[config.mk]
export PLATFORM = sky130hd
export DESIGN_NAME = uart_fpu_frame_ctrl_flat
export DESIGN_NICKNAME = d
export VERILOG_FILES = /design/src/rtl/uart_fpu_frame_ctrl_pkg.sv /design/src/rtl/uart_fpu_frame_ctrl_if.sv /design/src/rtl/uart_fpu_frame_ctrl_byte_strobe.sv /design/src/rtl/uart_fpu_frame_ctrl.sv /design/src/flat_wrapper.sv
export SDC_FILE = /design/constraint.sdc
export NUM_CORES = 1
export LEC_CHECK = 0
export ABC_CLOCK_PERIOD_IN_PS = 2350
export BUFFER_PORTS_ARGS = -buffer_cell sky130_fd_sc_hd__buf_4
export CORE_AREA = 2 2 142 144
export CTS_CLUSTER_SIZE = 20
export DETAILED_ROUTE_END_ITERATION = 6
export DIE_AREA = 0 0 144 146
export PLACE_DENSITY = 0.67
export RECOVER_POWER = 25
export SETUP_SLACK_MARGIN = 0.05
export SLEW_MARGIN = 20
export SYNTH_ARGS = -nofsm -noshare
export SYNTH_HDL_FRONTEND = slang
export SYNTH_SLANG_ARGS = --single-unit
[constraint.sdc]
create_clock -name clk -period 2.35 [get_ports clk]
set_input_delay 0.3525 -clock clk [delete_from_list [all_inputs] [get_ports clk]]
set_output_delay 0.3525 -clock clk [all_outputs]
set_load 0.02 [all_outputs]
[src/rtl/uart_fpu_frame_ctrl_pkg.sv]
// ---------------------------------------------------------------------------
// fpu_uart_pkg
// Shared types and constants for the UART <-> FPU command framer.
//   fpu_op_t      : FPU operation encoding carried in the opcode byte
//   frame_state_t : framer state machine states
//   put_lane      : writes one big-endian byte lane of a 32-bit word
// ---------------------------------------------------------------------------
package fpu_uart_pkg;

    typedef enum logic [1:0] {
        ADD = 2'd0,
        SUB = 2'd1,
        MUL = 2'd2,
        DIV = 2'd3
    } fpu_op_t;

    typedef enum logic [2:0] {
        RX_OP,
        RX_A,
        RX_B,
        ISSUE,
        WAIT_FPU,
        TX_LOAD,
        TX_WAIT_HI,
        TX_WAIT_LO
    } frame_state_t;

    localparam int OPERAND_BYTES = 4;
    localparam int RESULT_BYTES  = 4;

    // Lane 0 is the most significant byte, so bytes arrive MSB first.
    function automatic logic [31:0] put_lane(input logic [31:0] word,
                                             input logic [1:0]  lane,
                                             input logic [7:0]  data);
        logic [31:0] r;
        r = word;
        case (lane)
            2'd0:    r[31:24] = data;
            2'd1:    r[23:16] = data;
            2'd2:    r[15:8]  = data;
            default: r[7:0]   = data;
        endcase
        return r;
    endfunction

endpackage

[src/rtl/uart_fpu_frame_ctrl_if.sv]
// ---------------------------------------------------------------------------
// uart_fpu_frame_ctrl_if
// Bundles the UART receive/transmit handshakes and the FPU request/result
// signals seen by the framer.
//   slave  : the framer (consumes rx bytes / FPU results, drives tx + FPU req)
//   master : the surrounding UART + FPU environment
// ---------------------------------------------------------------------------
interface uart_fpu_frame_ctrl_if;
    import fpu_uart_pkg::*;

    logic [7:0]  rx_data;
    logic        rx_busy;
    logic        rx_err;
    logic [7:0]  tx_data;
    logic        tx_en;
    logic        tx_busy;
    fpu_op_t     fpu_op;
    logic [31:0] fpu_a;
    logic [31:0] fpu_b;
    logic        fpu_start;
    logic        fpu_done;
    logic [31:0] fpu_result;
    logic        busy;
    logic        drop_pulse;

    modport slave (
        input  rx_data, rx_busy, rx_err, tx_busy, fpu_done, fpu_result,
        output tx_data, tx_en, fpu_op, fpu_a, fpu_b, fpu_start, busy, drop_pulse
    );

    modport master (
        output rx_data, rx_busy, rx_err, tx_busy, fpu_done, fpu_result,
        input  tx_data, tx_en, fpu_op, fpu_a, fpu_b, fpu_start, busy, drop_pulse
    );

endinterface

[src/rtl/uart_fpu_frame_ctrl_byte_strobe.sv]
// ---------------------------------------------------------------------------
// uart_byte_strobe
// Turns the receiver busy flag into a one-cycle byte strobe and measures the
// idle gap between strobes while a frame is being assembled.
//   clk, reset  : clock, asynchronous active-low reset
//   rx_busy     : receiver busy; a 1->0 transition completes a byte
//   count_en    : high while the framer is collecting operand bytes
//   byte_strobe : one cycle, registered, one cycle after rx_busy falls
//   timeout     : idle gap reached RX_TIMEOUT (never fires when RX_TIMEOUT=0)
// ---------------------------------------------------------------------------
module uart_byte_strobe #(
    parameter logic [31:0] RX_TIMEOUT = 32'd200000
) (
    input  logic clk,
    input  logic reset,
    input  logic rx_busy,
    input  logic count_en,
    output logic byte_strobe,
    output logic timeout
);

    logic        rx_busy_q;
    logic [31:0] idle_cnt;

    // Edge detector and idle counter. The counter saturates at RX_TIMEOUT and
    // is held at zero outside operand collection so each frame starts fresh.
    always_ff @(posedge clk or negedge reset) begin
        if (!reset) begin
            rx_busy_q   <= 1'b0;
            byte_strobe <= 1'b0;
            idle_cnt    <= 32'd0;
        end else begin
            rx_busy_q   <= rx_busy;
            byte_strobe <= rx_busy_q & ~rx_busy;
            if (!count_en || byte_strobe) begin
                idle_cnt <= 32'd0;
            end else if (idle_cnt != RX_TIMEOUT) begin
                idle_cnt <= idle_cnt + 32'd1;
            end
        end
    end

    // A strobe in the same cycle suppresses the timeout.
    assign timeout = (RX_TIMEOUT != 32'd0) && count_en && !byte_strobe &&
                     (idle_cnt == RX_TIMEOUT);

endmodule

[src/rtl/uart_fpu_frame_ctrl.sv]
// ---------------------------------------------------------------------------
// uart_fpu_frame_ctrl
// Assembles a 9-byte command frame (opcode, operand A, operand B, big-endian)
// from the UART receiver, issues one FPU operation, and serialises the 32-bit
// result back through the UART transmitter. An invalid opcode is answered
// with a single ERR_BYTE.
//   clk, reset : clock, asynchronous active-low reset
//   bus        : uart_fpu_frame_ctrl_if.slave (rx, tx, FPU, busy, drop_pulse)
// ---------------------------------------------------------------------------
module uart_fpu_frame_ctrl
    import fpu_uart_pkg::*;
#(
    parameter logic [31:0] RX_TIMEOUT = 32'd200000,
    parameter logic [7:0]  ERR_BYTE   = 8'hEE
) (
    input  logic                  clk,
    input  logic                  reset,
    uart_fpu_frame_ctrl_if.slave  bus
);

    localparam logic [1:0] LAST_LANE   = 2'(OPERAND_BYTES - 1);
    localparam logic [2:0] RESULT_CNT  = 3'(RESULT_BYTES);

    frame_state_t state,      state_next;
    logic [1:0]   idx,        idx_next;
    logic [2:0]   count,      count_next;
    fpu_op_t      op_q,       op_next;
    logic [31:0]  a_q,        a_next;
    logic [31:0]  b_q,        b_next;
    logic [31:0]  shift_q,    shift_next;
    fpu_op_t      fpu_op_r,   fpu_op_next;
    logic [31:0]  fpu_a_r,    fpu_a_next;
    logic [31:0]  fpu_b_r,    fpu_b_next;
    logic         fpu_start_r, fpu_start_next;
    logic [7:0]   tx_data_r,  tx_data_next;
    logic         tx_en_r,    tx_en_next;
    logic         drop_r,     drop_next;

    logic byte_strobe;
    logic timeout;
    logic count_en;

    assign count_en = (state == RX_A) || (state == RX_B);

    uart_byte_strobe #(
        .RX_TIMEOUT (RX_TIMEOUT)
    ) u_strobe (
        .clk         (clk),
        .reset       (reset),
        .rx_busy     (bus.rx_busy),
        .count_en    (count_en),
        .byte_strobe (byte_strobe),
        .timeout     (timeout)
    );

    // State and datapath registers. Operands are assembled in a_q/b_q and
    // only copied to the FPU outputs in ISSUE, so an aborted frame leaves the
    // previously issued operands visible to the FPU.
    always_ff @(posedge clk or negedge reset) begin
        if (!reset) begin
            state       <= RX_OP;
            idx         <= 2'd0;
            count       <= 3'd0;
            op_q        <= ADD;
            a_q         <= 32'd0;
            b_q         <= 32'd0;
            shift_q     <= 32'd0;
            fpu_op_r    <= ADD;
            fpu_a_r     <= 32'd0;
            fpu_b_r     <= 32'd0;
            fpu_start_r <= 1'b0;
            tx_data_r   <= 8'd0;
            tx_en_r     <= 1'b0;
            drop_r      <= 1'b0;
        end else begin
            state       <= state_next;
            idx         <= idx_next;
            count       <= count_next;
            op_q        <= op_next;
            a_q         <= a_next;
            b_q         <= b_next;
            shift_q     <= shift_next;
            fpu_op_r    <= fpu_op_next;
            fpu_a_r     <= fpu_a_next;
            fpu_b_r     <= fpu_b_next;
            fpu_start_r <= fpu_start_next;
            tx_data_r   <= tx_data_next;
            tx_en_r     <= tx_en_next;
            drop_r      <= drop_next;
        end
    end

    // Next-state and next-output logic. Pulses default low; everything else
    // holds. In RX_A/RX_B a framing error aborts even if a strobe coincides,
    // while a strobe beats a coinciding timeout.
    always_comb begin
        state_next     = state;
        idx_next       = idx;
        count_next     = count;
        op_next        = op_q;
        a_next         = a_q;
        b_next         = b_q;
        shift_next     = shift_q;
        fpu_op_next    = fpu_op_r;
        fpu_a_next     = fpu_a_r;
        fpu_b_next     = fpu_b_r;
        fpu_start_next = 1'b0;
        tx_data_next   = tx_data_r;
        tx_en_next     = 1'b0;
        drop_next      = 1'b0;

        case (state)
            RX_OP: begin
                if (byte_strobe) begin
                    if (bus.rx_data[7:2] != 6'd0) begin
                        shift_next = {ERR_BYTE, 24'd0};
                        count_next = 3'd1;
                        drop_next  = 1'b1;
                        state_next = TX_LOAD;
                    end else begin
                        op_next    = fpu_op_t'(bus.rx_data[1:0]);
                        idx_next   = 2'd0;
                        state_next = RX_A;
                    end
                end
            end

            RX_A, RX_B: begin
                if (bus.rx_err) begin
                    drop_next  = 1'b1;
                    idx_next   = 2'd0;
                    state_next = RX_OP;
                end else if (byte_strobe) begin
                    if (state == RX_A) begin
                        a_next = put_lane(a_q, idx, bus.rx_data);
                    end else begin
                        b_next = put_lane(b_q, idx, bus.rx_data);
                    end
                    if (idx == LAST_LANE) begin
                        idx_next   = 2'd0;
                        state_next = (state == RX_A) ? RX_B : ISSUE;
                    end else begin
                        idx_next = idx + 2'd1;
                    end
                end else if (timeout) begin
                    drop_next  = 1'b1;
                    idx_next   = 2'd0;
                    state_next = RX_OP;
                end
            end

            ISSUE: begin
                fpu_op_next    = op_q;
                fpu_a_next     = a_q;
                fpu_b_next     = b_q;
                fpu_start_next = 1'b1;
                state_next     = WAIT_FPU;
            end

            WAIT_FPU: begin
                if (bus.fpu_done) begin
                    shift_next = bus.fpu_result;
                    count_next = RESULT_CNT;
                    state_next = TX_LOAD;
                end
            end

            TX_LOAD: begin
                if (!bus.tx_busy) begin
                    tx_data_next = shift_q[31:24];
                    tx_en_next   = 1'b1;
                    state_next   = TX_WAIT_HI;
                end
            end

            TX_WAIT_HI: begin
                if (bus.tx_busy) begin
                    state_next = TX_WAIT_LO;
                end
            end

            TX_WAIT_LO: begin
                if (!bus.tx_busy) begin
                    count_next = count - 3'd1;
                    if (count == 3'd1) begin
                        state_next = RX_OP;
                    end else begin
                        shift_next = {shift_q[23:0], 8'd0};
                        state_next = TX_LOAD;
                    end
                end
            end

            default: begin
                state_next = RX_OP;
            end
        endcase

        // Bytes arriving while a command is in flight are thrown away.
        if (byte_strobe && !(state inside {RX_OP, RX_A, RX_B})) begin
            drop_next = 1'b1;
        end
    end

    assign bus.fpu_op     = fpu_op_r;
    assign bus.fpu_a      = fpu_a_r;
    assign bus.fpu_b      = fpu_b_r;
    assign bus.fpu_start  = fpu_start_r;
    assign bus.tx_data    = tx_data_r;
    assign bus.tx_en      = tx_en_r;
    assign bus.drop_pulse = drop_r;
    assign bus.busy       = (state != RX_OP);

endmodule

[src/flat_wrapper.sv]
// flat-port wrapper written by rule: the top's interface ports become plain ports
module uart_fpu_frame_ctrl_flat import fpu_uart_pkg::*;
#(
    parameter logic [31:0] RX_TIMEOUT = 32'd200000,
    parameter logic [7:0]  ERR_BYTE   = 8'hEE
)
  (clk, reset, bus_rx_data, bus_rx_busy, bus_rx_err, bus_tx_busy, bus_fpu_done, bus_fpu_result, bus_tx_data, bus_tx_en, bus_fpu_op, bus_fpu_a, bus_fpu_b, bus_fpu_start, bus_busy, bus_drop_pulse);
  uart_fpu_frame_ctrl_if bus_i ();
  input  logic clk;
  input  logic reset;
  input wire logic [$bits(bus_i.rx_data)-1:0] bus_rx_data;
  input wire logic [$bits(bus_i.rx_busy)-1:0] bus_rx_busy;
  input wire logic [$bits(bus_i.rx_err)-1:0] bus_rx_err;
  input wire logic [$bits(bus_i.tx_busy)-1:0] bus_tx_busy;
  input wire logic [$bits(bus_i.fpu_done)-1:0] bus_fpu_done;
  input wire logic [$bits(bus_i.fpu_result)-1:0] bus_fpu_result;
  output wire logic [$bits(bus_i.tx_data)-1:0] bus_tx_data;
  output wire logic [$bits(bus_i.tx_en)-1:0] bus_tx_en;
  output wire logic [$bits(bus_i.fpu_op)-1:0] bus_fpu_op;
  output wire logic [$bits(bus_i.fpu_a)-1:0] bus_fpu_a;
  output wire logic [$bits(bus_i.fpu_b)-1:0] bus_fpu_b;
  output wire logic [$bits(bus_i.fpu_start)-1:0] bus_fpu_start;
  output wire logic [$bits(bus_i.busy)-1:0] bus_busy;
  output wire logic [$bits(bus_i.drop_pulse)-1:0] bus_drop_pulse;
  assign bus_i.rx_data = bus_rx_data;
  assign bus_i.rx_busy = bus_rx_busy;
  assign bus_i.rx_err = bus_rx_err;
  assign bus_i.tx_busy = bus_tx_busy;
  assign bus_i.fpu_done = bus_fpu_done;
  assign bus_i.fpu_result = bus_fpu_result;
  assign bus_tx_data = bus_i.tx_data;
  assign bus_tx_en = bus_i.tx_en;
  assign bus_fpu_op = bus_i.fpu_op;
  assign bus_fpu_a = bus_i.fpu_a;
  assign bus_fpu_b = bus_i.fpu_b;
  assign bus_fpu_start = bus_i.fpu_start;
  assign bus_busy = bus_i.busy;
  assign bus_drop_pulse = bus_i.drop_pulse;
  uart_fpu_frame_ctrl #(.RX_TIMEOUT(RX_TIMEOUT), .ERR_BYTE(ERR_BYTE)) u_core (.clk(clk), .reset(reset), .bus(bus_i));
endmodule
==> flow_metrics.py <==
metrics = {
    "power_and_ir_drop": {
        "ir_drop_mv": 0.684,
        "powerDensity_mw_per_mm2": 1020,
        "p_clk_share_pct": 28.4,
        "switching_share_pct": 32.1,
        "combPwrFrac_pct": 28.9,
        "total_power_mw": 11.8,
        "p_sw_mw": 3.77,
        "seqPwrFrac_pct": 42.7,
        "p_leak_nw": 5.67,
        "power.internal_mw": 7.99,
    },
    "run_status": {
        "outcome": "complete, but fails checks",
        "violations": "max-capacitance violations, max-slew violations",
    },
    "worst_setup_path": {
        "crit_path_start_kind": "flip-flop",
        "cp_max_fo": 19,
        "slowest_delay_ns": 0.50,
        "crit_top_cell": "buf_4",
        "reg2regPathDepth": 5,
        "slowest_stage": "dfrtp_1",
        "path_class": "flip-flop to primary output",
        "cp.arrival_ns": 1.83,
        "cp.required_ns": 2.00,
        "worstPathCellList": "buf_4 > or3_1 > buf_4",
        "end_kind": "primary output",
    },
    "logic_synthesis": {
        "synth.distinct_cells": 62,
        "syn-num-nets": 944,
        "synthCells": 889,
        "synth_top_cell_area_share_pct": 56.5,
        "synth_top_family_by_area": "simple AND/OR/NAND/NOR gates",
        "synthAdderAreaFrac_pct": 1.17,
        "syn_area_mm2": 0.00961,
        "synth.avg_cell_area_um2": 10.8,
        "yosysWarningCount": 0,
        "synthArstFlopShare_pct": 100,
        "ys_seq_area_share_pct": 56.5,
        "synth_xor_area_share_pct": 1.19,
        "synthMuxAreaShare_pct": 12.7,
        "synth-edff-count": 0,
        "yosysTopAreaCell": "dfrtp_1",
        "synth-simple-area-share_pct": 18.1,
        "synth_area_leaders": "dfrtp_1 (57%), mux2_2 (11%), nand2_1 (9.0%), ha_1 (1.2%), a21oi_1 (1.1%)",
        "ys_ff_latch": 217,
        "synth-compound-area-share_pct": 6.89,
        "synthFlopType": "dfrtp_1",
    },
    "global_route": {
        "grt_pass1_vias": 6571,
        "grt_max_degree": 70,
        "antenna_found_initial": 0,
        "track_usage_pct": 19.6,
        "grt.overflow.total": 0,
        "grt_pass1_wl_um": 33900,
    },
    "cts": {
        "cts_hold_buf": 2,
        "cts_root_buf": "clkbuf_16",
        "clk_path_buf_depth": 3,
        "clk_pin_slew_worst_paths_ns": 0.06,
        "cts_setup_buffers": 0,
        "ctsResizeCount": 0,
        "clock-sinks": 217,
        "htree_levels": 1,
        "cts_buffers": 23,
        "cts_tree": "built",
        "insertion_delay_ns": 0.50,
    },
    "placed_design": {
        "dpl.hpwl_um": 13500,
        "routabilityCongestion": 0.837,
        "port_buffers": 123,
    },
    "sta": {
        "slew-limit-headroom_pct": -17.7,
        "setup_violations": 0,
        "clock.fmax_mhz": 457,
        "tns_ns": 0,
        "fin_skew_ns": 0.0216,
        "period_minus_slack_ns": 2.19,
        "rsz0062_at_grt": "false",
        "tightestPinTransition_ns": 1.77,
        "hold_violations": 0,
        "slew_violations": 68,
        "period_share_pct": 93.1,
    },
    "detailed_routing": {
        "totalWireLength_um": 20300,
        "viasPerCell": 5.28,
        "drc": 0,
        "ant_nets": 0,
        "drtIter0Drc": 296,
        "wire_per_inst_um": 15.8,
        "first_pass_iters": 4,
        "num_vias": 6788,
    },
    "die": {
        "die_area_mm2": 0.0210,
        "core_mm2": 0.0193,
        "num_rows": 51,
        "fp.dieW_um": 144,
        "io_pins": 124,
        "fp.dieH_um": 146,
        "initial_core_util_pct": 49.7,
    },
    "final_layout": {
        "final_net_count": 1062,
        "n_antenna_cell": 0,
        "nFillCells": 1668,
        "syn2layout_area_growth_pct": 19.8,
        "drive_above_1_share_pct": 29.0,
    },
    "worst_hold_path": {
        "hold_path.class": "input pin to flip-flop",
        "whs_path_depth": 3,
    },
    "run": {
        "max_cap_violations": 1,
    },
}
through the flow:
step	hold slack (ns)	instance area, um2	setup WS (ns)	util, %	cells
global route	0.0992	11500	0.0370	59.5	1286
global placement	0.347	10800	0.368	55.9	1245
detailed placement	0.346	10800	0.309	55.9	1245
finish	0.112	11500	0.163	59.5	1286
floorplan	0.0569	9610	0.437	-	889
CTS	0.101	11500	0.144	59.6	1286
cell usage after synthesis (3+ instances only):
library cell  count
dfrtp_1         217
buf_4             5
or3_1             4
o211ai_1          4
o21ai_0          22
a21oi_1          22
or4_1            12
nor4_1           12
nor2b_1           7
mux2_1            6
o21a_1            3
nand2_2           6
xor2_1            6
inv_1            20
and4_1            9
mux2i_1           8
or2_2             4
nand2_1         231
nand2b_1          4
xnor2_1           7
nand4_1          17
a22o_1           10
buf_6             3
o31ai_1          12
and2_1            3
clkbuf_1         24
nand3_1          15
ha_1              9
a22oi_1           6
buf_2            18
nor3_1           10
nor2_1           24
mux2_2           95
cells by family (layout without fill, tap and decap cells):
group,Yosys count,count (layout)
fa+ha+maj,9,9
compound gates,98,98
mux,109,109
buf+inv,72,204
xor+xnor,13,13
flops,217,217
simple gates,371,371
sequential cells by signal, summed over array words and instances (netlist names), 8 cells and up:
| signal | flops |
|---|---|
| u_core.a_q | 32 |
| u_core.b_q | 32 |
| u_core.u_strobe.idle_cnt | 32 |
| u_core.bus.tx_data | 8 |
| u_core.shift_q | 32 |
| u_core.bus.fpu_a | 32 |
| u_core.bus.fpu_b | 32 |
cell usage in the layout, fill, tap and decap left out, types with 6 or more instances in the layout:
cell type and count:
nand2_1 231, dfrtp_1 217, buf_4 136, mux2_2 95, nor2_1 24, clkbuf_16 23
a21oi_1 22, o21ai_0 22, inv_1 19, nand4_1 17, nand3_1 15, or4_1 12
o31ai_1 12, nor4_1 12, nor3_1 10, a22o_1 10, and4_1 9, ha_1 9
clkinv_2 9, mux2i_1 8, xnor2_1 7, nor2b_1 7, nand2_2 6, xor2_1 6
a22oi_1 6, mux2_1 6
critical path: cells and delay by family (launching register included):
family	cells	cell delay [ns]
flip-flops	1	0.50
buffers and inverters	2	0.45
AND/OR/NAND/NOR	1	0.40
routing by layer:
metal  vias up  track usage, %  part of all wire [%]
met2       129            31.3                    47
met4         0            3.63                   1.0
met3        18            2.96                   4.1
li1       3302               -                     -
met1      3339            28.8                    47
met5         -               0                     0
power by group through the flow:
stage,Clock [mW],Combinational (mW),Sequential [mW]
2_1_floorplan,0,2.02,5.32
3_3_place_gp,0,3.37,5.06
3_5_place_dp,0,3.44,5.08
4_1_cts,3.42,3.45,5.02
5_1_grt,3.59,3.75,5.12
6_report,3.34,3.40,5.02
area by class of cell:
type	instances	area (um2)	share of cell area, %
clock buffers	28	604	5.25
clock inverters	11	83.8	0.728
inverters	20	75.1	0.652
multi-input cells	600	3850	33.4
flip-flops and latches	217	5430	47.2
well taps	265	332	2.88
repair buffers	145	1140	9.89
worst paths after layout:
check	from	end	slack, ns
setup reg to reg	u_core.u_strobe.idle_cnt[2]$_DFFE_PN0P_	u_core.u_strobe.idle_cnt[21]$_DFFE_PN0P_	0.30
hold reg to reg	u_core.b_q[23]$_DFFE_PN0P_	u_core.bus.fpu_b[23]$_DFFE_PN0P_	0.46
setup / recovery	u_core.state[0]$_DFFE_PN0P_	bus_busy	0.16
hold / removal	bus_fpu_result[7]	u_core.shift_q[7]$_DFFE_PN0P_	0.11
min in group asynchronous	reset	u_core.bus.fpu_a[13]$_DFFE_PN0P_	0.87
max in group asynchronous	reset	u_core.bus.fpu_b[18]$_DFFE_PN0P_	0.33
No activity file was read; power rests on OpenSTA's default activity.
